`config.mk`:
```
export PLATFORM = sky130hd
export DESIGN_NAME = mul_ctrl
export DESIGN_NICKNAME = d
export VERILOG_FILES = /design/src/rtl/mul_ctrl.sv
export SDC_FILE = /design/constraint.sdc
export NUM_CORES = 1
export LEC_CHECK = 0
export CAP_MARGIN = 20
export CORE_ASPECT_RATIO = 0.8
export CORE_MARGIN = 2
export CORE_UTILIZATION = 42
export CTS_BUF_LIST = sky130_fd_sc_hd__clkbuf_4 sky130_fd_sc_hd__clkbuf_8
export DETAILED_ROUTE_END_ITERATION = 7
export HOLD_SLACK_MARGIN = 0.02
export PLACE_DENSITY = 0.8
export SKIP_LAST_GASP = 1
export SYNTH_ARGS = -nofsm -noshare
export SYNTH_HDL_FRONTEND = slang
export SYNTH_SLANG_ARGS = --single-unit
```
`constraint.sdc`:
```
create_clock -name clk -period 1.7 [get_ports clk]
set_clock_uncertainty 0.2 [all_clocks]
set_input_delay 0.51 -clock clk [delete_from_list [all_inputs] [get_ports clk]]
set_output_delay 0.51 -clock clk [all_outputs]
set_load 0.1 [all_outputs]
```
`src/rtl/mul_ctrl.sv`:
```
`default_nettype none
// +--------------------------------------------------------------------------+
// | mul_ctrl : sequencer for the repeated-addition multiplier datapath.      |
// | Optional build macro: MUL_ZERO_SKIP_EN (bypass loop on a zero operand).  |
// | Revision : 1.0                                                           |
// +--------------------------------------------------------------------------+
module mul_ctrl #(
  parameter int WIDTH = 16
) (
  input  logic             clk,
  input  logic             rst_n,
  input  logic             start,
  input  logic [WIDTH-1:0] a_in,
  input  logic [WIDTH-1:0] b_in,
  input  logic             eqz,
  output logic [WIDTH-1:0] data_out,
  output logic             lda,
  output logic             ldb,
  output logic             clrp,
  output logic             ldp,
  output logic             decb,
  output logic             busy,
  output logic             done
);

  typedef enum logic [2:0] {
    S_IDLE = 3'd0,
    S_LDA  = 3'd1,
    S_LDB  = 3'd2,
    S_ADD  = 3'd3,
    S_DONE = 3'd4
  } state_t;

  state_t           r_state;
  state_t           w_next;
  logic [WIDTH-1:0] r_a;
  logic [WIDTH-1:0] r_b;
  logic             w_accept;
  logic             w_skip;

  assign w_accept = (r_state == S_IDLE) && start;

`ifdef MUL_ZERO_SKIP_EN
  // A zero operand makes the product zero: load B=0 so ADD exits at once.
  assign w_skip = (a_in == '0) || (b_in == '0);
`else
  assign w_skip = 1'b0;
`endif

  always_ff @(posedge clk or negedge rst_n) begin
    if (!rst_n) begin
      r_state <= S_IDLE;
    end else begin
      r_state <= w_next;
    end
  end

  always_ff @(posedge clk or negedge rst_n) begin
    if (!rst_n) begin
      r_a <= '0;
      r_b <= '0;
    end else if (w_accept) begin
      r_a <= a_in;
      r_b <= w_skip ? '0 : b_in;
    end
  end

  always_comb begin
    w_next   = r_state;
    data_out = '0;
    lda      = 1'b0;
    ldb      = 1'b0;
    clrp     = 1'b0;
    ldp      = 1'b0;
    decb     = 1'b0;
    busy     = 1'b0;
    done     = 1'b0;
    case (r_state)
      S_IDLE: begin
        if (start) begin
          w_next = w_skip ? S_LDB : S_LDA;
        end
      end
      S_LDA: begin
        data_out = r_a;
        lda      = 1'b1;
        busy     = 1'b1;
        w_next   = S_LDB;
      end
      S_LDB: begin
        data_out = r_b;
        ldb      = 1'b1;
        clrp     = 1'b1;
        busy     = 1'b1;
        w_next   = S_ADD;
      end
      S_ADD: begin
        // Accumulate strobes follow the live counter flag, not a registered copy.
        busy = 1'b1;
        ldp  = ~eqz;
        decb = ~eqz;
        if (eqz) begin
          w_next = S_DONE;
        end
      end
      S_DONE: begin
        done   = 1'b1;
        w_next = S_IDLE;
      end
      default: begin
        w_next = S_IDLE;
      end
    endcase
  end

endmodule
`default_nettype wire

```
== Yosys cells after proc, flatten, opt, wreduce, memory -nomap -nowiden ==
Index checks and enable logic that the tools add are counted.
W data, S select, Z words.

* Output and inout port bits: 23
* Logic and storage cells: 23
* Register bits after elaboration: 35
* Input port bits: 36

* Equal/unequal tests: 6
* Bitwise gates (word level): 1
* Reductions and logical operators: 4
* Muxes and demuxes: 9

{| class="wikitable"
|+ Operators with widths
! kind !! count
|-
| $pmux W16 S2 || 1
|-
| $pmux W3 S4 || 1
|-
| $eq A3 B2 Y1 const B || 2
|-
| $mux W3 || 2
|-
| $mux W1 || 5
|-
| $ne A2 B2 Y1 const B || 2
|-
| $eq A3 B1 Y1 const B || 1
|-
| $eq A3 B3 Y1 const B || 1
|-
| $logic_not A3 Y1 || 1
|-
| $reduce_or A3 Y1 || 1
|-
| $reduce_and A2 Y1 || 1
|-
| $logic_and A1 B1 Y1 || 1
|-
| $not A1 Y1 || 1
|}

== Logic depth before layout (Yosys ltp) ==
Gate-level depths: netlist of run 1.

* Word-level depth: 3
* Mapped depth: 4
* Gate-level depth less buffers: 2

== Worst setup path after synthesis of run 1 ==
No wires, ideal clock.

* Path kind: register -> output
* Start point: reg r_state[0]
* End point: out ldb
* Path slack: -2.578 ns
* Data arrival time: 3.568 ns
* Path buffers: 3
* Cell stages (with the launch flop): 5
* Data required time: 0.990 ns
* Path through: dfrtp_1 buf_2 buf_2 nor3b_1 buf_4

* Longest elaborated chain between the ends: 2

{| class="wikitable"
|+ RTL lines
! what !! line !! RTL
|-
| from (decl) || 34 || <nowiki>state_t r_state;</nowiki>
|-
| from (signal assigned) || 54 || <nowiki>r_state <= w_next;</nowiki>
|-
| $eq A3 B2 Y1 || - ||
|-
| $mux W1 || - ||
|-
| to (decl) || 18 || <nowiki>output logic ldb,</nowiki>
|}

Every way passes these cells.

== Final worst setup path of run 1 ==
* Start point: reg r_state[0]
* End point: out data_out[11]

* Longest elaborated chain between the ends: 2
* Elaborated cells between the ends (all ways): 3
* Those cells by class: eq/ne (2); mux (1)

{| class="wikitable"
|+ RTL lines
! what !! line !! RTL
|-
| $eq A3 B2 Y1 or $eq A3 B1 Y1 (tied branches) || 78 || <nowiki>case (r_state)</nowiki>
|-
| $pmux W16 S2 (*) || 78 ||
|-
| to (decl) || 16 || <nowiki>output logic [WIDTH-1:0] data_out,</nowiki>
|}

Mark *: on every way between the ends. The rest lies on a longest branch, timed or not.

==> results.md, run 1 <==
Outcome:
- The final reports fail on negative setup slack.
- The flow ran to the end, but the final reports show violations.

Clocking:
- The clock tree from TritonCTS is built.
- The clock net in this run drives a total of 35 sinks.
- The insertion delay of the later-clocked pin in the worst-skew pair is 280 ps.
- After clock tree synthesis, the clock-pin slew on the worst setup and hold paths is ~70 ps.
- No sink is reached through more buffers than the 2 on the longest clock path.
- The number of clock buffers added by TritonCTS is 5.
- The number of hold buffers added after CTS is 0.
- Clock tree synthesis selected as its root buffer the cell sky130_fd_sc_hd__clkbuf_8.
- The H-tree level count is 2.

Synthesis:
- The cell area that synthesis handed to floorplanning was 0.00174 mm^2.
- Summing the sequential cell areas from Yosys gives between 50% and 60% of the chip area.
- The count of cell types in the netlist is 18.
- The number of warnings reported in the yosys synthesis log is 0.
- The average cell area after synthesis is 12.0 um^2.
- In this run, synthesis produced a sequential element count of 35.
- The net count after synthesis is 181.
- Synthesis handed over a netlist of 145 instances.

Worst setup path:
- The endpoint kind of the worst setup timing path is an output port.
- For the worst setup path, the data required time is 990 ps.
- Data on the critical path arrives at its endpoint at around 1500 ps.
- The classification of the worst setup path is flop to output port.
- In this run the worst path has a maximum fanout of 13.
- STA classifies the critical path startpoint as a flop.

Die:
- The effective utilization at floorplan is 44.9%.
- The area inside the core boundary is slightly below 0.004 mm^2.
- The horizontal die dimension is 76.0 um.
- Row generation in the floorplan step produced 20 rows.
- 59 I/O pins were placed.
- The area enclosed by the die boundary is ~0.0047 mm^2.
- The die is 61.6 um tall.

Route:
- For this block, the initial DRC count from the detailed router was 97.
- Wires add up to 4.52 mm.
- The number of detailed-routing iterations run before antenna repair is 4.
- The detailed router placed 1,392 vias in this run.
- After detailed routing, the number of remaining DRC violations is 0.
- After detailed routing, the number of vias per cell comes to 5.14.
- The count of nets left with antenna violations once routing finished came out at 0.
- The detailed-route wire length per cell is 16.7 um.

Global route:
- The first global-routing pass estimated 7.17 mm of wire.
- Global routing used 20.4% of the available tracks.
- Entering global routing, the biggest net connects 36 pins.
- The initial antenna violation count is 0.
- After global routing the overflow that remains totals 0.
- The via count of the first global-routing pass is 1,415.

Final layout:
- The area growth from synthesis to layout is 74.3%.
- The final core utilization is between 70% and 80%.
- In the final layout, the share of cells above drive strength 1 is 49.5%.
- The finished layout holds 271 standard cells, fillers aside.
- At the end of the flow, the number of nets in the layout was ~250.
- In the layout the commonest cells are sky130_fd_sc_hd__clkdlybuf4s50_1 (33), sky130_fd_sc_hd__dfrtp_1 (33), sky130_fd_sc_hd__nand3b_1 (32), sky130_fd_sc_hd__mux2_2 (30), sky130_fd_sc_hd__buf_12 (26).
- The repair_antennas step left the layout with diodes totalling 0.
- The filler cell count in the final layout is ~230.

Place:
- Port buffering added 58 buffers.
- Before CTS, the worst setup slack after placement is -515 ps.
- Routability-driven placement finished with a final weighted congestion of between 0.7 and 0.8.
- The count of placed standard cells including taps is 256.
- The detailed-placement wirelength estimate is 3.08 mm.

STA:
- The total count of hold-check failures in the final report is 0.
- The worst setup slack after layout is -509 ps.
- After layout, the worst path uses 130% of the clock period.
- Setup repair after global routing could not meet its margin everywhere.
- Timing would allow up to 453 MHz.
- At the pin with the least slew margin, the transition time is 289 ps.
- The final count of pins violating max slew was 0.
- Setup violations remaining at the end of the flow were counted as 55.
- Measured against its own limit, the worst slew margin works out to 80.6%.
- The worst path in the final design needs a cycle of between 2000 and 2500 ps, including I/O delays and setup.

Run:
- The tool flagged a number of max-cap violations equal to 0.

Worst hold path:
- The tightest min-delay check is of the flop to flop type.
==> cells by family after synthesis <==
| logic type | after synthesis | synth area share (%) |
|---|---|---|
| AO/OA/AOI/OAI | 18 | 5.31 |
| buffers and inverters | 15 | 5.17 |
| flip-flops | 35 | 50.3 |
| multiplexers | 32 | 20.7 |
| AND/OR/NAND/NOR | 45 | 18.6 |
==> timing repair <==
action,CTS,global route
resized for setup,12,7
pin swaps,12,7
setup endpoints to repair,55,55
gates cloned,2,2
setup buffers,1,3
==> through the flow <==
stage               hold slack, ps  area, um^2  TNS [ps]
finish                         310        3040    -18000
floorplan                     14.4        1980    -11920
global placement               275        2840    -17940
CTS                            310        2970    -15290
detailed placement             296        2840    -19770
global route                   322        3040    -21850
==> Yosys cell counts <==
| library cell | instances | area [um^2] |
|---|---|---|
| sky130_fd_sc_hd__buf_6 | 3 | 33.8 |
| sky130_fd_sc_hd__nor3_1 | 1 | 5.00 |
| sky130_fd_sc_hd__mux2_1 | 2 | 22.5 |
| sky130_fd_sc_hd__nor2_1 | 5 | 18.8 |
| sky130_fd_sc_hd__nand2_1 | 1 | 3.75 |
| sky130_fd_sc_hd__and3_1 | 1 | 6.26 |
| sky130_fd_sc_hd__a21oi_1 | 17 | 85.1 |
| sky130_fd_sc_hd__nor4b_4 | 1 | 23.8 |
| sky130_fd_sc_hd__buf_2 | 3 | 15.0 |
| sky130_fd_sc_hd__nand2b_1 | 2 | 12.5 |
| sky130_fd_sc_hd__and2_1 | 1 | 6.26 |
| sky130_fd_sc_hd__mux2_2 | 30 | 338 |
| sky130_fd_sc_hd__o21bai_1 | 1 | 7.51 |
| sky130_fd_sc_hd__clkbuf_1 | 7 | 26.3 |
| sky130_fd_sc_hd__nand3b_1 | 32 | 240 |
| sky130_fd_sc_hd__buf_4 | 2 | 15.0 |
| sky130_fd_sc_hd__dfrtp_1 | 35 | 876 |
| sky130_fd_sc_hd__nor3b_1 | 1 | 7.51 |
==> metal layers <==
layer	global-route usage [%]	vias up	wire, um
met5	0	-	0
met1	25.5	682	2000
li1	-	656	-
met3	7.92	6	296
met4	4.68	0	51
met2	34.8	48	2180
==> final timing paths <==
| path | startpoint | endpoint | slack [ps] | depth (start not counted) |
|---|---|---|---|---|
| min | r_a[9] | r_a[9] | 310 | 1 |
| min in group asynchronous | rst_n | r_a[6] | 400 | 2 |
| max reg2reg | r_state[0] | r_a[10] | -290 | 6 |
| max in group asynchronous | rst_n | r_state[0] | 710 | 2 |
| min reg2reg | r_a[9] | r_a[9] | 310 | 1 |
| max | r_state[0] | data_out[11] | -510 | 4 |
==> area by class of cell <==
type	instances	area (um^2)	area share, %
tap	55	68.8	2.27
clock inverter	3	15.0	0.494
timing repair buffer	78	1050	34.6
multi-input combinational	95	956	31.5
sequential	35	878	28.9
clock buffer	5	68.8	2.27
==> sequential cells by signal, indices dropped and copies added (netlist names) <==
name / cells
r_b: 16
r_a: 16
r_state: 3
==> critical path, stage by stage (launching register included) <==
cell and delay, ps:
sky130_fd_sc_hd__dfrtp_2 440, sky130_fd_sc_hd__buf_6 160, sky130_fd_sc_hd__nand3b_1 210, sky130_fd_sc_hd__a21oi_4 210, sky130_fd_sc_hd__buf_12 190
Power of run 1 is left out: the tool's default activity adds up to more than one toggle a clock period on the data nets, which glitch-free logic cannot reach.
==> run 2: changes to the inputs <==
Settings changed: PLACE_DENSITY 0.8 to 0.78, SKIP_CTS_REPAIR_TIMING set to 1.
==> run 2 against run 1 <==
The flow still finishes with violations (negative setup slack). Sequential cell count is the same. Utilization fell by 0.90 points. Final area shrank 1.2%. Critical endpoint is now data_out[8]. Largest cell class unchanged.
==> results.md, run 2 (same netlist as run 1, synthesis figures left out) <==
Outcome:
- Result of the run: complete, but fails checks (unchanged).
- Failing checks: negative setup slack (unchanged).

Worst setup path:
- The end of the worst register-to-register path was r_a[10] (unchanged).
- The peak fanout along the critical path is 10 (was 13).
- The endpoint kind of the worst setup timing path is an output port (unchanged).
- The arrival time of the worst setup path is 1510 ps (was 1500 ps).
- The type of origin of the critical path is a flop (unchanged).
- The minimum setup slack among reg-to-reg paths is -170 ps (was -290 ps).
- The classification of the worst setup path is flop to output port (unchanged).
- The startpoint of the worst register-to-register path is r_state[0] (unchanged).
- The source of the critical timing path is r_state[0] (unchanged).
- The worst reg-to-reg path cell count is 4 (was 6).
- The endpoint required time on the critical path is 990 ps (about the same).
- The end of the critical path is data_out[8] (was data_out[11]).

Final layout:
- The filler-free cell count of the finished design is 270 (was 271).
- The net count reported at finish came to 250 (was 251).
- The antenna diode instance count was 0 (unchanged).
- The fraction of layout instances using a drive strength above 1 is 49.3% (was 49.5%).
- The signed area change from the synthesized netlist to the final layout is 72.3% (was 74.3%).
- Most frequent cells in the layout: sky130_fd_sc_hd__clkdlybuf4s50_1 (33), sky130_fd_sc_hd__dfrtp_1 (33), sky130_fd_sc_hd__nand3b_1 (32), sky130_fd_sc_hd__mux2_2 (30), sky130_fd_sc_hd__buf_12 (25) (was sky130_fd_sc_hd__clkdlybuf4s50_1 (33), sky130_fd_sc_hd__dfrtp_1 (33), sky130_fd_sc_hd__nand3b_1 (32), sky130_fd_sc_hd__mux2_2 (30), sky130_fd_sc_hd__buf_12 (26)).
- Top Registers: r_a (16), r_b (16), r_state (3) (unchanged).

Global route:
- The maximum number of pins on one net before global-route repair is 33 (was 36).
- The total congestion overflow is 0 (unchanged).
- The layer with the highest usage after global routing is met2 (unchanged).
- The overall fraction of global-route tracks in use is 19.8% (was 20.4%).
- The initial antenna violation count came to 0 (unchanged).
- The via count of the first global-routing pass was 1,457 (was 1,415).
- The met2 global-route usage came to 31.8% (was 34.8%).
- The met1 track demand over resource came to 25.5% (about the same).
- The wire length of the first global-routing pass is 7.02 mm (was 7.17 mm).
- The met3 usage in global routing is 7.92% (unchanged).

Clocking:
- The clock slew at the register clock pins of the worst setup and hold paths is 80 ps (was 70 ps).
- The clock tree from TritonCTS is built (unchanged).
- The H-tree level count was 2 (unchanged).
- The cell at the root of the clock tree is sky130_fd_sc_hd__clkbuf_8 (unchanged).
- The number of clock buffers inserted by TritonCTS is 5 (unchanged).
- The maximum buffer depth of the clock tree was 2 (unchanged).
- The sink count of the clock tree is 35 (unchanged).
- The insertion delay of the later-clocked pin in the worst-skew pair is 290 ps (was 280 ps).

Place:
- The number of input and output port buffers inserted came to 58 (unchanged).
- The placer's final routability congestion estimate is 0.798 (was 0.781).
- The count of placed standard cells including taps is 258 (was 256).
- The detailed-placement wirelength estimate is 3.11 mm (was 3.08 mm).

STA:
- The total count of hold-check failures in the final report came to 0 (unchanged).
- The worst setup slack after layout is -524 ps (was -509 ps).
- The final count of pins violating max slew is 0 (unchanged).
- The period utilization is 131% (was 130%).
- The time the final worst path needs with I/O delays and setup is 2220 ps (was 2210 ps).
- The maximum operating frequency is 450 MHz (was 453 MHz).
- Setup repair after global routing missed its margin: true (unchanged).
- The remaining max-slew budget at the tightest pin is 76.3% (was 80.6%).
- The slew at the pin with the worst max-slew slack came to 355 ps (was 289 ps).
- The number of failing setup endpoints in the final timing report is 55 (unchanged).

Route:
- The number of detailed-routing iterations run before antenna repair is 4 (unchanged).
- The via density per instance was 5.18 (was 5.14).
- The post-detailed-routing wire length is 4.37 mm (was 4.52 mm).
- The count of nets left with antenna violations after detail routing is 0 (unchanged).
- The violation count after the first detailed-route iteration is 125 (was 97).
- The number of remaining DRC errors is 0 (unchanged).
- The detailed-route wire length per cell is 16.2 um (was 16.7 um).
- The total via count in the routed design is 1,399 (was 1,392).

Worst hold path:
- The class of the tightest hold or removal check was flop to flop (unchanged).

Die:
- The area enclosed by the die boundary is 0.00468 mm^2 (unchanged).
- The I/O pin count is 59 (unchanged).
- The horizontal die dimension is 76.0 um (unchanged).
- The effective utilization at floorplan was 44.9% (unchanged).
- The cell row count is 20 (unchanged).
- The die height is 61.6 um (unchanged).
- The area inside the core boundary is 0.00388 mm^2 (unchanged).

Run:
- The max-cap check violation count is 0 (unchanged).
==> run 2: cell count changes in the layout (fill, tap and decap cells not counted), sizes merged <==
| cell | delta |
|---|---|
| clkinv | -2 |
| dlygate4sd2 | -2 |
| clkinvlp | +1 |
| dlygate4sd3 | +1 |
| dlymetal6s2s | +1 |
==> run 2: critical path, cell delays in order, from the launching register on <==
cell and delay [ps]:
sky130_fd_sc_hd__dfrtp_2 440, sky130_fd_sc_hd__buf_8 150, sky130_fd_sc_hd__nand3b_1 230, sky130_fd_sc_hd__a21oi_4 210, sky130_fd_sc_hd__buf_12 190
==> run 2: metrics by stage <==
stage,hold WS [ps],util [%],setup TNS (ps),setup slack (ps),instance area [um^2]
floorplan,14.4,-,-11920,-837,1980
global placement,223,73.2,-18560,-461,2840
detailed placement,231,73.2,-20120,-509,2840
CTS,-83.6,75.5,-16860,-538,2930
global route,322,77.4,-18190,-572,3000
finish,299,77.4,-16280,-524,3000
==> run 2: how the worst min path moves through the flow <==
| stage | start | end | slack (ps) | depth (start not counted) |
|---|---|---|---|---|
| floorplan | rst_n | r_a[0] | 10 | 0 |
| global placement | rst_n | r_b[6] | 220 | 1 |
| detailed placement | rst_n | r_b[6] | 230 | 1 |
| CTS | rst_n | r_b[13] | -80 | 1 |
| global route | r_b[7] | r_b[7] | 320 | 1 |
| finish | r_a[9] | r_a[9] | 300 | 1 |
==> run 2: cell type report <==
| class | count | area, um^2 |
|---|---|---|
| Timing Repair Buffer | 77 | 1010 |
| Multi-Input combinational cell | 95 | 956 |
| Sequential cell | 35 | 878 |
| Fill cell | 235 | 876 |
| Clock buffer | 6 | 76.3 |
| Tap cell | 55 | 68.8 |
| Clock inverter | 2 | 12.5 |
==> run 2: layer usage <==
layer	wire length, um	vias to the layer above	share of wire [%]
met2	2070	55	47
met1	1950	689	45
li1	-	651	-
met5	0	-	0
met4	30	0	0.69
met3	320	4	7.3
Power of run 2 is left out for the same reason.
==> run 3: changes to the inputs <==
Settings changed: SKIP_CTS_REPAIR_TIMING 1 to not set.
==> run 3 against run 2 <==
The run still ends with negative setup slack left. Via count grew 1.2%. Critical path depth did not move. First-iteration DRC count shrank 28%. Critical path type unchanged. Highest routed layer unchanged.
==> results.md, run 3 (same netlist as run 1, synthesis figures left out) <==
Global route:
- The overall fraction of global-route tracks in use came to 21.0% (was 19.8%).
- The initial antenna violation count is 0 (unchanged).
- The via count of the first global-routing pass is 1,509 (was 1,457).
- The total congestion overflow is 0 (unchanged).
- The maximum number of pins on one net before global-route repair is 33 (unchanged).
- The wire length of the first global-routing pass came to 7.43 mm (was 7.02 mm).

Die:
- The die height is 61.6 um (unchanged).
- The area inside the core boundary is 0.00388 mm^2 (unchanged).
- The area enclosed by the die boundary was 0.00468 mm^2 (unchanged).
- The I/O pin count is 59 (unchanged).
- The cell row count is 20 (unchanged).
- The horizontal die dimension is 76.0 um (unchanged).
- The effective utilization at floorplan is 44.9% (unchanged).

STA:
- The number of failing setup endpoints in the final timing report is 55 (unchanged).
- The slew at the pin with the worst max-slew slack was 344 ps (was 355 ps).
- The time the final worst path needs with I/O delays and setup is 2220 ps (about the same).
- Setup repair after global routing missed its margin: true (unchanged).
- The worst setup slack after layout is -515 ps (was -524 ps).
- The total count of hold-check failures in the final report is 0 (unchanged).
- The remaining max-slew budget at the tightest pin is 77.1% (was 76.3%).
- The final count of pins violating max slew is 0 (unchanged).
- The maximum operating frequency was 451 MHz (was 450 MHz).
- The period utilization came to 130% (was 131%).

Worst hold path:
- The class of the tightest hold or removal check is flop to flop (unchanged).

Clocking:
- The sink count of the clock tree is 35 (unchanged).
- The cell at the root of the clock tree is sky130_fd_sc_hd__clkbuf_8 (unchanged).
- The H-tree level count is 2 (unchanged).
- The insertion delay of the later-clocked pin in the worst-skew pair is 290 ps (about the same).
- The number of clock buffers inserted by TritonCTS is 5 (unchanged).
- The clock slew at the register clock pins of the worst setup and hold paths was 70 ps (was 80 ps).
- The maximum buffer depth of the clock tree is 2 (unchanged).
- The clock tree from TritonCTS is built (unchanged).

Final layout:
- The filler cell count in the final layout is 222 (was 235).
- Top Registers: r_a (16), r_b (16), r_state (3) (unchanged).
- Most frequent cells in the layout: sky130_fd_sc_hd__clkdlybuf4s50_1 (33), sky130_fd_sc_hd__nand3b_1 (32), sky130_fd_sc_hd__dfrtp_1 (32), sky130_fd_sc_hd__mux2_2 (30), sky130_fd_sc_hd__buf_12 (26) (was sky130_fd_sc_hd__clkdlybuf4s50_1 (33), sky130_fd_sc_hd__dfrtp_1 (33), sky130_fd_sc_hd__nand3b_1 (32), sky130_fd_sc_hd__mux2_2 (30), sky130_fd_sc_hd__buf_12 (25)).
- The net count reported at finish is 255 (was 250).
- The area of the multi-input gates is 963 um^2 (was 956 um^2).
- The antenna diode instance count is 0 (unchanged).
- The signed area change from the synthesized netlist to the final layout was 75.2% (was 72.3%).
- The filler-free cell count of the finished design is 275 (was 270).
- The combined flip-flop and latch cell area is 880 um^2 (was 878 um^2).
- The fraction of layout instances using a drive strength above 1 was 51.4% (was 49.3%).
- The area of all placed cells without fillers is 0.00305 mm^2 (was 0.00300 mm^2).
- The final core utilization is 78.7% (was 77.4%).
- The library cell used most frequently in the layout, excluding fill and tap cells, is sky130_fd_sc_hd__clkdlybuf4s50_1.

Route:
- The count of nets left with antenna violations after detail routing came to 0 (unchanged).
- The detailed-route wire length per cell was 16.6 um (was 16.2 um).
- The via density per instance is 5.15 (was 5.18).
- The total via count in the routed design is 1,416 (was 1,399).
- The number of remaining DRC errors came to 0 (unchanged).
- The number of detailed-routing iterations run before antenna repair is 4 (unchanged).
- The violation count after the first detailed-route iteration was 90 (was 125).
- The post-detailed-routing wire length was 4.56 mm (was 4.37 mm).

Place:
- The number of input and output port buffers inserted is 58 (unchanged).
- The placer's final routability congestion estimate came to 0.798 (unchanged).
- The count of placed standard cells including taps is 258 (unchanged).
- The detailed-placement wirelength estimate is 3.11 mm (unchanged).
- The cell area after placement is 0.00284 mm^2 (unchanged).

Worst setup path:
- Cell-by-cell listing of the critical path: buf_6 > nand3b_1 > a21oi_4 > buf_12 (was buf_8 > nand3b_1 > a21oi_4 > buf_12).
- The type of origin of the critical path is a flop (unchanged).
- The slowest stage cell on the critical path was sky130_fd_sc_hd__dfrtp_2 (unchanged).
- The classification of the worst setup path is flop to output port (unchanged).
- The endpoint kind of the worst setup timing path is an output port (unchanged).
- The peak fanout along the critical path is 8 (was 10).
- The endpoint required time on the critical path is 990 ps (about the same).
- The biggest cell delay along the critical path was 460 ps (was 440 ps).
- The arrival time of the worst setup path is 1510 ps (about the same).

Run:
- The max-cap check violation count is 0 (unchanged).

Outcome:
- Result of the run: complete, but fails checks (unchanged).
- Failing checks: negative setup slack (unchanged).
[run 3: worst paths after layout]
| path | start | slack [ps] | end | cells past startpoint |
|---|---|---|---|---|
| max in group asynchronous | rst_n | 310 | r_a[6] | 3 |
| min reg2reg | r_a[9] | 300 | r_a[9] | 1 |
| max reg2reg | r_state[1] | -280 | r_a[7] | 5 |
| min in group asynchronous | rst_n | 470 | r_b[6] | 2 |
| min | r_a[9] | 300 | r_a[9] | 1 |
| max | r_state[1] | -520 | data_out[1] | 4 |
[run 3: per-stage QoR]
step	hold WS, ps	setup TNS (ps)	worst slack, ps
finish	300	-19720	-515
global route	321	-22710	-579
CTS	298	-18560	-526
detailed placement	231	-20120	-509
global placement	223	-18560	-461
floorplan	14.4	-11920	-837
[run 3: per-layer routing]
metal,up-vias,wire length [um],global-route usage (%)
li1,664,-,-
met1,693,2000,26.2
met2,55,2250,35.5
met3,4,280,7.92
met4,0,30,5.45
met5,-,0,0
[run 3: cell type report]
type                            instances  area share [%]
Tap cell                               55            2.25
Timing Repair Buffer                   82            34.5
Multi-Input combinational cell         95            31.6
Clock inverter                          2           0.410
Sequential cell                        35            28.8
Clock buffer                            6            2.50
[run 3: timing repair]
| item | in CTS | in global routing |
|---|---|---|
| pin swaps | 6 | 6 |
| buffers inserted | 2 | 2 |
| hold buffers | 1 | 0 |
| endpoints found under the setup margin | 55 | 55 |
| resized for setup | 11 | 9 |
| gates cloned | 2 | 2 |
| endpoints found under the hold margin | 13 | 0 |
[run 3: worst max-delay path, delay by kind of cell, from the launching register on]
kind / cells / cell delay [ps]
simple gates: 1 / 200
buf+inv: 2 / 340
flops: 1 / 460
compound gates: 1 / 210
Power of run 3 is left out for the same reason.
